==> config.mk <==
export PLATFORM = sky130hd
export DESIGN_NAME = prog_timer
export DESIGN_NICKNAME = d
export VERILOG_FILES = /design/src/rtl/timer_pkg.sv /design/src/rtl/tick_prescaler.sv /design/src/rtl/prog_timer.sv
export SDC_FILE = /design/constraint.sdc
export NUM_CORES = 1
export LEC_CHECK = 0
export CORE_MARGIN = 5
export CORE_UTILIZATION = 35
export DETAILED_ROUTE_END_ITERATION = 16
export PLACE_DENSITY = 0.62
export SKIP_CTS_REPAIR_TIMING = 1
export SYNTH_ARGS = -nofsm -noshare
export SYNTH_HDL_FRONTEND = slang
export SYNTH_HIERARCHICAL = 1
export SYNTH_SLANG_ARGS = --single-unit
==> constraint.sdc <==
create_clock -name clk -period 3.35 [get_ports clk]
set_clock_uncertainty 0.2 [all_clocks]
set_input_delay 0.67 -clock clk [delete_from_list [all_inputs] [get_ports clk]]
set_output_delay 0.67 -clock clk [all_outputs]
set_load 0.01 [all_outputs]
==> src/rtl/timer_pkg.sv <==
// Shared types and constants for the programmable tick timer.
package timer_pkg;

  typedef enum logic [1:0] {
    T_IDLE,
    T_RUN,
    T_EXPIRED
  } timer_state_t;

  localparam logic DIR_UP        = 1'b0;
  localparam logic DIR_DOWN      = 1'b1;
  localparam logic MODE_PERIODIC = 1'b0;
  localparam logic MODE_ONESHOT  = 1'b1;

endpackage

==> src/rtl/tick_prescaler.sv <==
// Divides clk by FREQ: wrap pulses on the enabled cycle that closes each period.
module tick_prescaler #(
  parameter int FREQ = 10
) (
  input  logic clk,
  input  logic rst,
  input  logic en,
  input  logic clr,
  output logic wrap
);

  localparam int CW = $clog2(FREQ + 1);

  logic [CW-1:0] cnt;

  assign wrap = en && (cnt == CW'(FREQ - 1));

  always_ff @(posedge clk) begin
    if (rst || clr) begin
      cnt <= '0;
    end else if (en) begin
      cnt <= wrap ? '0 : cnt + CW'(1);
    end
  end

endmodule

==> src/rtl/prog_timer.sv <==
// Programmable up/down tick timer with periodic/one-shot modes, pause, clear and load.
// Optional macro TIMER_CAPTURE_EN adds a capture input and cap_value register.
module prog_timer
  import timer_pkg::*;
#(
  parameter int FREQ  = 10,
  parameter int WIDTH = 8
) (
  input  logic             clk,
  input  logic             rst,
`ifdef TIMER_CAPTURE_EN
  input  logic             capture,
  output logic [WIDTH-1:0] cap_value,
`endif
  input  logic             enable,
  input  logic             clear,
  input  logic             load,
  input  logic [WIDTH-1:0] load_value,
  input  logic [WIDTH-1:0] limit,
  input  logic             dir,
  input  logic             mode,
  output logic [WIDTH-1:0] count,
  output logic             tick,
  output logic             done,
  output logic             running
);

  timer_state_t     state, state_next;
  logic             enable_sync;
  logic             wrap;
  logic             ctl;
  logic             step;
  logic             step_done;
  logic [WIDTH-1:0] count_step;

  function automatic logic [WIDTH-1:0] step_value(input logic [WIDTH-1:0] cur,
                                                   input logic [WIDTH-1:0] lim,
                                                   input logic             d);
    if (d == DIR_UP) return (cur >= lim) ? '0 : cur + 1'b1;
    else if (cur == '0 || cur > lim) return lim;
    else return cur - 1'b1;
  endfunction

  function automatic logic [WIDTH-1:0] load_sat(input logic [WIDTH-1:0] val,
                                                 input logic [WIDTH-1:0] lim);
    return (val > lim) ? lim : val;
  endfunction

  // Prescaler advances on enable_sync so the first step lands FREQ edges after enable is sampled.
  tick_prescaler #(.FREQ(FREQ)) u_prescaler (
    .clk  (clk),
    .rst  (rst),
    .en   (enable_sync && (state != T_EXPIRED)),
    .clr  (ctl),
    .wrap (wrap)
  );

  assign ctl        = clear | load;
  assign step       = wrap && !ctl;
  assign count_step = step_value(count, limit, dir);
  assign step_done  = (count_step == ((dir == DIR_DOWN) ? '0 : limit));

  always_comb begin
    state_next = state;
    if (ctl) begin
      state_next = T_IDLE;
    end else begin
      case (state)
        T_IDLE:  if (enable_sync) state_next = T_RUN;
        T_RUN:   if (!enable_sync) state_next = T_IDLE;
        default: state_next = state;
      endcase
    end
    if (step && step_done && (mode == MODE_ONESHOT)) state_next = T_EXPIRED;
  end

  always_ff @(posedge clk) begin
    if (rst) begin
      state       <= T_IDLE;
      enable_sync <= 1'b0;
      count       <= '0;
      tick        <= 1'b0;
      done        <= 1'b0;
      running     <= 1'b0;
    end else begin
      state       <= state_next;
      enable_sync <= enable;
      running     <= (state_next == T_RUN);
      tick        <= step;
      done        <= step && step_done;
      if (clear)     count <= (dir == DIR_DOWN) ? limit : '0;
      else if (load) count <= load_sat(load_value, limit);
      else if (step) count <= count_step;
    end
  end

`ifdef TIMER_CAPTURE_EN
  // Captures the pre-step value when coincident with a step.
  always_ff @(posedge clk) begin
    if (rst)          cap_value <= '0;
    else if (capture) cap_value <= count;
  end
`endif

endmodule

==> qor.csv <==
stage;metric;value;unit
die;die_width;85.6;um
grt;overflow;0;
critical_path;worst-r2r-setup-slack;230;ps
critical_path;crit_top_cell;buf_4;
timing;hold_slack;286;ps
critical_path;reg2reg_to;state[0];
run;maxCapViolCount;0;
timing;tightest_slew;705;ps
final_layout;fillCellCount;501;
critical_path;reg2reg_depth;12;
timing;relSlewSlack;52.8;%
final_layout;multi_input_area;1740;um^2
cts;clock_path_buffers;2;
critical_path;crit_arrival;3040;ps
critical_path;crit_fanout;5;
final_layout;seq_area;360;um^2
timing;fmax;320;MHz
die;core;5540;um^2
critical_path;start_kind;input pin;
critical_path;critPathCapture;state[0];
grt;grt_max_degree;16;
die;rows;27;
placed_design;port_buffers;33;
synth;syn_area;2000;um^2
route;drcViolationCount;0;
final_layout;final_common_cell;buf_4;
synth;synthTopCellsByArea;dfxtp_1 18%, ha_1 13%, nor2_1 5.8%;
timing;hold_violations;0;
power_and_ir_drop;p_leak;1.29;nW
timing;period_minus_slack;3120;ps
synth;synth_cell_types;63;
grt;grt_pass1_wl;12100;um
final_layout;area_growth_syn_to_layout;53.1;%
synth;yosysWarnings;6;
synth;synth_enable_flop_cells;0;
worst_hold_path;worstHoldPathType;reg2reg;
synth;synth_top_area_cell;dfxtp_1;
timing;drv_slew;0;
timing;setup_ws;226;ps
grt;grt_usage;20.3;%
synth;syn_inst;264;
placed_design;dpl.hpwl;6010;um
placed_design;dp_slack;-548;ps
route;vias;2528;
critical_path;endpoint_kind;flip-flop;
die;ios;34;
cts;clk_pin_slew;80;ps
timing;period_share;93.2;%
die;start_util;36.1;%
final_layout;num_antenna_cells;0;
status;status;finished clean;
critical_path;crit_chain;dlymetal6s2s_1 -> inv_1 -> ha_1 -> nor2b_1 -> o211ai_1 -> buf_4 -> a21boi_1 -> buf_4 -> o221ai_2 -> o221ai_2 -> a2111oi_2 -> buf_4 -> and4_4 -> nor4_2;
final_layout;drive_gt1_share;29.4;%
synth;synth_flop_cell;dfxtp_1;
route;ant_nets;0;
synth;ys_ff_latch;18;
die;die_y;85.6;um
synth;syn_area_per_cell;7.58;um^2
route;drt_wl_total;7930;um
power_and_ir_drop;power_per_cell_area;275;nW/um^2
synth;synthesis.nets;307;
route;drt-pass1-iter-count;5;
placed_design;place.gp.congestion;1.00;
die;die_area;7330;um^2
final_layout;finalNetCount;392;
placed_design;placed_area;2760;um^2
route;drtIter0Drc;328;
route;via_per_inst;6.03;
synth;synth_top_area_share;18.0;%
cts;h-tree-depth;1;
cts;clockRootBuffer;clkbuf_8;
route;wl_per_cell;18.9;um
critical_path;rr_startpoint;count[1];
grt;antenna_found_initial;0;
power_and_ir_drop;vdd_drop_max;145;uV
critical_path;cp_data_required_time;3270;ps
synth;async_flop_share;0;%
final_layout;postLayoutCellArea;3070;um^2
timing;setup_viol;0;
cts;cts_made_buffers;3;
cts;clock_latency;250;ps
timing;rsz0062_at_grt;false;
grt;grt_pass1_vias;2354;
synth;synth_seq_area_share;18.0;%
final_layout;final_cell_mix;56 x buf_4, 29 x nor2_1, 25 x clkdlybuf4s50_1, 18 x dfxtp_1, 17 x nand2_1;
timing;timing.setup.tns;0;ps
cts;cts.sink_count;18;
critical_path;critical_path.max_stage_delay;410;ps
critical_path;startpoint;limit[1];
critical_path;crit_type;in2reg;
cts;tritoncts;built;
critical_path;crit_path_top_delay_cell;a2111oi_2;
[metrics by stage]
step / std cells / power (mW) / util (%)
2_1_floorplan: 264 / 0.444 / -
3_3_place_gp: 410 / 0.623 / 49.8
3_5_place_dp: 410 / 0.623 / 49.8
4_1_cts: 413 / 0.779 / 50.5
5_1_grt: 419 / 0.887 / 55.3
6_report: 419 / 0.844 / 55.3
[where the power goes]
group / switching, mW / internal (mW)
clock network: 0.0745 / 0.0798
logic: 0.241 / 0.216
registers: 0.00984 / 0.222
total: 0.325 / 0.519
[cell families (layout without fill, tap and decap cells)]
family	after synthesis	count (layout)	share of synthesized area, %
simple gates	107	107	28.6
compound gates	76	76	28.2
buf+inv	26	109	5.12
fa+ha+maj	20	20	12.5
flops	18	18	18.0
xor+xnor	15	15	6.56
mux	2	2	1.00
[how the worst min path moves through the flow]
stage	start	to	cells after the start
6_report	enable_sync	running	2
5_1_grt	enable_sync	running	2
4_1_cts	enable_sync	running	2
3_5_place_dp	enable_sync	running	2
3_3_place_gp	enable_sync	running	2
2_1_floorplan	enable_sync	running	2
[worst max-delay path, delay by kind of cell]
| family | cells | cell delay (ps) |
|---|---|---|
| buf+inv | 5 | 740 |
| simple gates | 3 | 400 |
| fa+ha+maj | 1 | 310 |
| compound gates | 5 | 920 |
[cell usage after synthesis, types with 2 or more instances]
master / count
nor2_1: 31
ha_1: 20
dfxtp_1: 18
nand2_1: 17
inv_1: 16
nand3_1: 11
a21oi_1: 10
xor2_1: 8
nand4_1: 7
nor3_1: 7
xnor2_1: 7
o221ai_1: 6
o31ai_1: 6
a22oi_1: 5
a211oi_1: 4
a21boi_0: 4
a21o_1: 4
buf_2: 4
clkbuf_1: 4
nor2b_1: 4
or3_1: 4
a221oi_1: 3
a31oi_1: 3
and4_1: 3
nand2b_1: 3
nor3b_1: 3
o21ai_0: 3
o21ai_1: 3
o22ai_1: 3
a222oi_1: 2
and3_1: 2
mux2i_1: 2
nand3b_1: 2
nor4_1: 2
o211ai_1: 2
o31a_1: 2
o32ai_1: 2
or2_2: 2
[sequential cells by signal, indices dropped and copies added, names as in the netlist]
register,flops
state,2
done,1
enable_sync,1
u_prescaler/cnt,4
running,1
count,8
tick,1
[per-layer routing]
| metal | global-route usage [%] | share of wire, % | up-vias |
|---|---|---|---|
| met5 | 0 | 0 | - |
| met3 | 2.50 | 8.8 | 19 |
| li1 | - | - | 1178 |
| met4 | 3.74 | 1.8 | 0 |
| met1 | 28.4 | 44 | 1185 |
| met2 | 33.6 | 46 | 146 |
[final cells by class]
cell class,count,share of cell area [%]
clock buffer,3,1.35
inverter,17,2.08
multi-input combinational,220,56.7
sequential,18,11.8
tap,72,2.94
timing repair buffer,89,25.1
Power figures use the tool's default switching activity.
